===== src/rtl/pipe_credit_pkg.sv =====
// Shared sizing helpers and default parameters for the credit-gated pipeline drain.
package pipe_credit_pkg;

    localparam int DEF_WIDTH   = 32;
    localparam int DEF_DEPTH   = 4;
    localparam int DEF_LATENCY = 2;

    // Bits needed to hold 0..depth inclusive.
    function automatic int cnt_w(input int depth);
        return $clog2(depth + 1);
    endfunction

    function automatic int ptr_w(input int depth);
        return (depth > 1) ? $clog2(depth) : 1;
    endfunction

endpackage


===== src/rtl/pipe_drain_fifo.sv =====
// Result FIFO behind the pipeline: DEPTH x WIDTH storage, wrapping pointers, occupancy count
// and a sticky flag for results that arrive while the FIFO is full and not draining.
module pipe_drain_fifo
    import pipe_credit_pkg::*;
#(
    parameter  int WIDTH = DEF_WIDTH,
    parameter  int DEPTH = DEF_DEPTH,
    localparam int CNT_W = cnt_w(DEPTH),
    localparam int PTR_W = ptr_w(DEPTH)
) (
    input  logic             clk,
    input  logic             rst,
    input  logic             push,
    input  logic [WIDTH-1:0] push_data,
    input  logic             pop,
    output logic [WIDTH-1:0] head_data,
    output logic [CNT_W-1:0] count,
    output logic             empty,
    output logic             overflow
);

    logic [WIDTH-1:0] mem [DEPTH];
    logic [PTR_W-1:0] wr_ptr;
    logic [PTR_W-1:0] rd_ptr;
    logic             full;
    logic             do_push;
    logic             do_pop;
    logic             drop;

    function automatic logic [PTR_W-1:0] bump(input logic [PTR_W-1:0] p);
        return (p == PTR_W'(DEPTH - 1)) ? '0 : p + 1'b1;
    endfunction

    assign empty = (count == '0);
    assign full  = (count == CNT_W'(DEPTH));

    // A full FIFO still accepts a result when the head leaves in the same cycle.
    assign do_pop  = pop & ~empty;
    assign do_push = push & (~full | do_pop);
    assign drop    = push & full & ~do_pop;

    // NOTE: state registers use non-blocking assignments so every flop samples pre-edge values.
    always_ff @(posedge clk or negedge rst) begin
        if (!rst) begin
            wr_ptr   <= '0;
            rd_ptr   <= '0;
            count    <= '0;
            overflow <= 1'b0;
        end else begin
            if (do_push) wr_ptr <= bump(wr_ptr);
            if (do_pop)  rd_ptr <= bump(rd_ptr);
            if (do_push && !do_pop)      count <= count + 1'b1;
            else if (do_pop && !do_push) count <= count - 1'b1;
            if (drop) overflow <= 1'b1;
        end
    end

    // NOTE: storage is deliberately not reset; count gates every read, so stale entries are never seen.
    always_ff @(posedge clk) begin
        if (do_push) mem[wr_ptr] <= push_data;
    end

    assign head_data = mem[rd_ptr];

endmodule


===== src/rtl/pipe_credit_drain.sv =====
// Ready/valid wrapper for a non-stallable fixed-latency pipeline: issues work only when a
// result slot is reserved, and buffers returning results for a ready/valid consumer.
module pipe_credit_drain
    import pipe_credit_pkg::*;
#(
    parameter  int WIDTH   = DEF_WIDTH,
    parameter  int DEPTH   = DEF_DEPTH,
    parameter  int LATENCY = DEF_LATENCY,
    localparam int CNT_W   = cnt_w(DEPTH)
) (
    input  logic             clk,
    input  logic             rst,
    input  logic             in_valid,
    output logic             in_ready,
    output logic             pipe_input_valid,
    input  logic             pipe_output_valid,
    input  logic [WIDTH-1:0] pipe_out,
    output logic             out_valid,
    output logic [WIDTH-1:0] out_data,
    input  logic             out_ready,
    output logic [CNT_W-1:0] credits,
    output logic             overflow_err
);

    if (DEPTH < 1 || LATENCY < 1) begin : g_param_check
        $error("pipe_credit_drain: DEPTH and LATENCY must both be at least 1");
    end

    localparam logic [CNT_W:0] DEPTH_W = (CNT_W + 1)'(DEPTH);

    logic [CNT_W-1:0] inflight;
    logic [CNT_W-1:0] fifo_count;
    logic [CNT_W:0]   used;
    logic             fifo_empty;
    logic             issue;

    assign used = (CNT_W + 1)'(fifo_count) + (CNT_W + 1)'(inflight);

    // Saturate at zero so a stray pipeline result cannot wrap the credit count.
    always_comb begin
        // NOTE: credits gets a default before any condition, so no latch is inferred.
        credits = '0;
        if (used < DEPTH_W) credits = CNT_W'(DEPTH_W - used);
    end

    assign in_ready         = rst & (credits != '0);
    assign issue            = in_valid & in_ready;
    assign pipe_input_valid = issue;

    always_ff @(posedge clk or negedge rst) begin
        if (!rst) begin
            inflight <= '0;
        end else if (issue && !pipe_output_valid) begin
            inflight <= inflight + 1'b1;
        end else if (!issue && pipe_output_valid && inflight != '0) begin
            inflight <= inflight - 1'b1;
        end
    end

    pipe_drain_fifo #(
        .WIDTH (WIDTH),
        .DEPTH (DEPTH)
    ) u_fifo (
        .clk       (clk),
        .rst       (rst),
        .push      (pipe_output_valid),
        .push_data (pipe_out),
        .pop       (out_ready),
        .head_data (out_data),
        .count     (fifo_count),
        .empty     (fifo_empty),
        .overflow  (overflow_err)
    );

    assign out_valid = ~fifo_empty;

endmodule

===== config.mk =====
export PLATFORM = sky130hd
export DESIGN_NAME = pipe_credit_drain
export DESIGN_NICKNAME = d
export VERILOG_FILES = /design/src/rtl/pipe_credit_pkg.sv /design/src/rtl/pipe_drain_fifo.sv /design/src/rtl/pipe_credit_drain.sv
export SDC_FILE = /design/constraint.sdc
export NUM_CORES = 1
export LEC_CHECK = 0
export ABC_AREA = 1
export CAP_MARGIN = 20
export CORE_UTILIZATION = 40
export DETAILED_ROUTE_END_ITERATION = 8
export GPL_ROUTABILITY_DRIVEN = 0
export HOLD_SLACK_MARGIN = 0.05
export PLACE_DENSITY_LB_ADDON = 0.08
export SYNTH_ARGS = -nofsm -noshare
export SYNTH_HDL_FRONTEND = slang
export SYNTH_SLANG_ARGS = --single-unit

===== constraint.sdc =====
create_clock -name clk -period 7.9 [get_ports clk]
set_clock_uncertainty 0.05 [all_clocks]
set_input_delay 1.58 -clock clk [delete_from_list [all_inputs] [get_ports clk]]
set_output_delay 1.58 -clock clk [all_outputs]
set_load 0.02 [all_outputs]

# ---- Word level (Yosys, flattened, before mapping)
# Memory sizes are Yosys's and may differ from the RTL's.
# Cells that the tools add are included.
dict set report word_totals {
  register_bits 11
  ram_bits 128
  inputBits 37
  elab_cells 51
  n_memories 1
}
dict set report classes {
  n_addsub 8
  magnitude_cmp 1
  n_eq_ne 3
  n_mux 9
  n_bitwise 10
  n_reduce_logical 14
}
# memory depth width rd rd_ports_with_merged_regs wr line_no
set memory_table {}
lappend memory_table {u_fifo.mem 4 32 1 0 1 pipe_drain_fifo.sv:22} ;# logic [WIDTH-1:0] mem [DEPTH];
# cell n
set op_table {}
lappend op_table {{3-bit 2-to-1 mux} 5}
lappend op_table {{3-bit by 1-bit adder with 3-bit output, second input constant} 2}
lappend op_table {{1-bit AND} 6}
lappend op_table {{3-bit nonzero test} 2}
lappend op_table {{3-bit by 1-bit subtractor with 3-bit output, second input constant} 2}
lappend op_table {{1-bit logical AND} 5}
lappend op_table {{2-bit by 1-bit adder with 2-bit output, second input constant} 2}
lappend op_table {{3-bit by 3-bit adder with 4-bit output} 1}
lappend op_table {{2-bit == test, second input constant} 2}
lappend op_table {{1-bit zero test} 4}
lappend op_table {{4-bit by 3-bit < comparator with 1-bit output, second input constant} 1}
lappend op_table {{2-bit 2-to-1 mux} 2}
lappend op_table {{2-bit nonzero test} 2}
lappend op_table {{3-bit == test, second input constant} 1}
lappend op_table {{3-bit zero test} 1}
lappend op_table {{1-bit NOT} 3}
lappend op_table {{3-bit subtractor, first input constant} 1}
lappend op_table {{1-bit 2-to-1 mux} 2}
lappend op_table {{1-bit bitwise OR} 1}

# ---- Depth between registers and ports, before layout
dict set report depth {
  word_depth 11
  depth_mapped 15
  depth_no_buf 15
}

# ---- Modules after synthesis
# A second synthesis with hierarchy kept.
dict set report unflattened {
  cells_unflattened 487
  area_unflattened_um2 5863.1
}
# module instances cells_per_inst area_each_um2
set modules_own_cells {}
lappend modules_own_cells {pipe_drain_fifo 1 436 5497.8}
lappend modules_own_cells {pipe_credit_drain 1 51 365.4}

# ---- Worst setup path after synthesis
# Ideal clock, no wire load.
dict set report synth_timing {
  path_type {input to register}
  from {input pipe_output_valid}
  to {memory u_fifo.mem[0][0] (netlist name), enable pin}
  setup_ns 0.421
  arrival_time_ns 3.417
  t_required_ns 7.429
  slack_ns 4.011
  stages 4
  path_cell_list {inv_1 a21oi_1 inv_1 nor2_1}
}
dict set report synth_between {
  elab_chain_len 3
}
# item line_no
set synth_rtl {}
lappend synth_rtl {{start, declared} pipe_credit_drain.sv:16} ;# input logic pipe_output_valid,
lappend synth_rtl {{1-bit AND} pipe_drain_fifo.sv:39} ;# assign do_push = push & (~full | do_pop);
lappend synth_rtl {{net u_fifo.do_push} pipe_drain_fifo.sv:26} ;# logic do_push;
lappend synth_rtl {{1-bit 2-to-1 mux} pipe_drain_fifo.sv:60} ;# if (do_push) mem[wr_ptr] <= push_data;
lappend synth_rtl {{1-bit 2-to-1 mux (not written as such)} pipe_drain_fifo.sv:60}
lappend synth_rtl {{end, declared} pipe_drain_fifo.sv:22}
# The timed path passes the listed nets, and every way through them passes these cells.

# ---- Worst setup path after layout
dict set report layout_timing {
  from {input rst}
  to {output pipe_input_valid}
}
dict set report layout_between {
  elab_chain_len 2
}
# item line_no
set layout_rtl {}
lappend layout_rtl {{start, declared} pipe_credit_drain.sv:12} ;# input logic rst,
lappend layout_rtl {{1-bit AND} pipe_credit_drain.sv:46} ;# assign in_ready = rst & (credits != '0);
lappend layout_rtl {{1-bit AND} pipe_credit_drain.sv:47} ;# assign issue = in_valid & in_ready;
lappend layout_rtl {{end, declared} pipe_credit_drain.sv:15} ;# output logic pipe_input_valid,
# No other way between the ends.

==> flow_summary.yaml <==
run_status:
  status: "complete, no violations"
setup_path:
  path_buf_inv: 3
  cp_top_family: "buffers and inverters"
  slowest_stage: "clkdlybuf4s50_1"
  cp_cell_sequence: "clkdlybuf4s50_1 > nand3_2 > clkinv_2 > clkdlybuf4s50_1"
  crit_top_cell: "clkdlybuf4s50_1"
  crit_type: "input port to output pin"
  rrSetupSlack_ns: 5.08
  max_stage_delay_ns: 0.92
  cp.arrival_ns: 3.36
  startpoint_type: "input port"
  worst-endpoint-required_ns: 6.27
  critPathMaxFanout: 14
  crit_path_end_kind: "output pin"
timing:
  finalSetupTns_ns: 0
  setup-violations-final: 0
  hold_viol: 0
  tightest_slew_ns: 0.696
  fmax_mhz: 201
  rsz0062_at_grt: "false"
  period_share_pct: 63.1
  fin_crit_ns: 4.99
  relSlewSlack_pct: 53.5
  final-max-slew-violation-count: 0
  fin_ws_ns: 2.91
synth:
  synth_compound_area_share_pct: 10.4
  ys_seq_elements: 139
  synthCells: 408
  synth_adder_area_share_pct: 3.35
  yosysMostFrequentCell: "edfxtp_1"
  synth_xor_area_share_pct: 0.634
  synth_top_area_share_pct: 69.6
  avgSynthCellArea_um2: 13.5
  synthTopCellsByArea: "edfxtp_1 (70%), o21ai_0 (6.1%), nor2_1 (5.2%)"
  synth_fp_nets: 458
  synthMuxAreaShare_pct: 0.204
  synthesis.area_mm2: 0.00552
  yosys.area.top_type: "edfxtp_1"
  synthArstFlopShare_pct: 7.91
  synth_ff_type: "edfxtp_1"
  synth-edff-count: 128
  synth.distinct_cells: 24
  yosysWarnings: 0
  yosysSeqAreaShare_pct: 74.6
  synth_common_cells: "edfxtp_1 (128), nor2_1 (77), o21ai_0 (67)"
  yosys.area_share.simple_pct: 7.77
  synth_top_family_by_area: "compound AO/OA/AOI/OAI gates"
floorplanning:
  io_pins: 76
  start_util_pct: 41.4
  dieArea_mm2: 0.0143
  rows: 42
  die_x_um: 119
  core_mm2: 0.0133
  dieHeight_um: 119
pwr:
  irDropWorstVdd_uv: 170
  power_density_mw_per_mm2: 430
  leakage_nw: 2.46
global_route:
  grt-ovfl-total: 0
  grt_pass1_vias: 3396
  antenna_found_initial: 0
  grt_pass1_wl_um: 17700
  grt_max_degree: 67
  grt.total_usage_pct: 16.8
cts:
  ctsHoldBuffers: 0
  ctsResizeCount: 0
  cts_made_buffers: 17
  ctsHtreeMaxLevel: 4
  root_buffer: "clkbuf_16"
  path_clk_slew_ns: 0.05
  cts_buffer_depth: 2
  clock_sinks: 139
  cts_tree: "done"
  clk_latency_ns: 0.41
  postCtsSetupRepairBufs: 0
flow_run:
  drv_cap: 0
placement:
  pre_cts_ws_ns: 2.86
  io_buffers: 75
  place_hpwl_um: 6360
finish:
  syn_to_final_growth_pct: 28.0
  fin_nets: 540
  diodes: 0
  post-route-util_pct: 53.0
  drive_gt1_share_pct: 9.15
min_path:
  hold_class: "register to register"
detailed_routing:
  post-route-drc-count: 0
  wl_per_cell_um: 16.6
  first_pass_iters: 6
  drt-initial-drc-count: 213
  routed_via_density: 5.02
  ant_nets: 0
  wirelength_um: 11300
  num_vias: 3407
[power by group]
| group | switching [mW] | total (mW) | internal (mW) |
|---|---|---|---|
| registers | 0.0517 | 1.02 | 0.973 |
| logic | 0.774 | 1.28 | 0.510 |
| clock network | 0.277 | 0.731 | 0.453 |
[metrics by stage]
step                cell area, µm²  hold WS [ns]  total power, mW  std cells
finish                        7070         0.434             3.04        679
global route                  7070         0.453             3.23        679
CTS                           7030         0.437             3.07        677
detailed placement            6490         0.419             2.33        645
global placement              6490         0.419             2.30        645
floorplan                     5520         0.472             1.80        408
[cells by family (layout without fill, tap and decap cells)]
| kind of cell | after synthesis | in the layout |
|---|---|---|
| fa+ha+maj | 13 | 13 |
| simple gates | 103 | 103 |
| flops | 139 | 139 |
| xor+xnor | 4 | 4 |
| mux | 1 | 1 |
| compound gates | 106 | 106 |
| buf+inv | 42 | 137 |
[layer usage]
layer	track usage [%]	wire, µm	vias up
met4	7.97	229	0
met3	3.66	560	15
li1	-	-	1650
met5	0	0	-
met2	26.6	5400	86
met1	21.9	5080	1656
[worst paths after layout]
path,endpoint,cells after the start,from
max,pipe_input_valid,4,rst
min,u_fifo.overflow,1,u_fifo.overflow
max reg2reg,inflight[2],14,inflight[0]
min reg2reg,u_fifo.overflow,1,u_fifo.overflow
max in group asynchronous,u_fifo.rd_ptr[0],1,rst
min in group asynchronous,u_fifo.overflow,1,rst
[state kept, by name, indices dropped and copies added, names as in the netlist]
name and count:
u_fifo.count 3, u_fifo.overflow 1, u_fifo.mem 128, u_fifo.rd_ptr 2
inflight 3, u_fifo.wr_ptr 2
[worst register-to-register path: cells and delay by family, from the launching register on]
family,cells,cell delay [ns]
buffers and inverters,3,0.16
AOI/OAI and AO/OA,1,0.10
and+or+nand+nor,6,0.53
DFF,1,0.44
adders and majority gates,4,1.45
[cells in the final DEF (no fill, tap or decap), types with 2 or more instances in the layout]
cell,instances
a21oi_1,5
buf_12,2
buf_4,6
bufinv_16,2
clkbuf_1,2
clkbuf_16,17
clkdlybuf4s50_1,75
clkinv_1,8
clkinv_2,3
dfrtp_1,10
edfxtp_1,128
fa_1,3
ha_1,10
inv_1,20
nand2_1,15
nand2_2,3
nand3_1,4
nor2_1,73
nor2_4,4
o21ai_0,67
o22ai_1,32
xnor2_1,2
xor2_1,2
[area by class of cell]
class | instances | area, µm²
fillers | 1195 | 6280
flip-flops and latches | 139 | 4120
well taps | 176 | 220
multi-input cells | 227 | 1270
inverters | 22 | 83.8
repair buffers | 83 | 836
clock inverters | 13 | 108
clock buffers | 19 | 433
No activity file was read; power rests on OpenSTA's default activity.
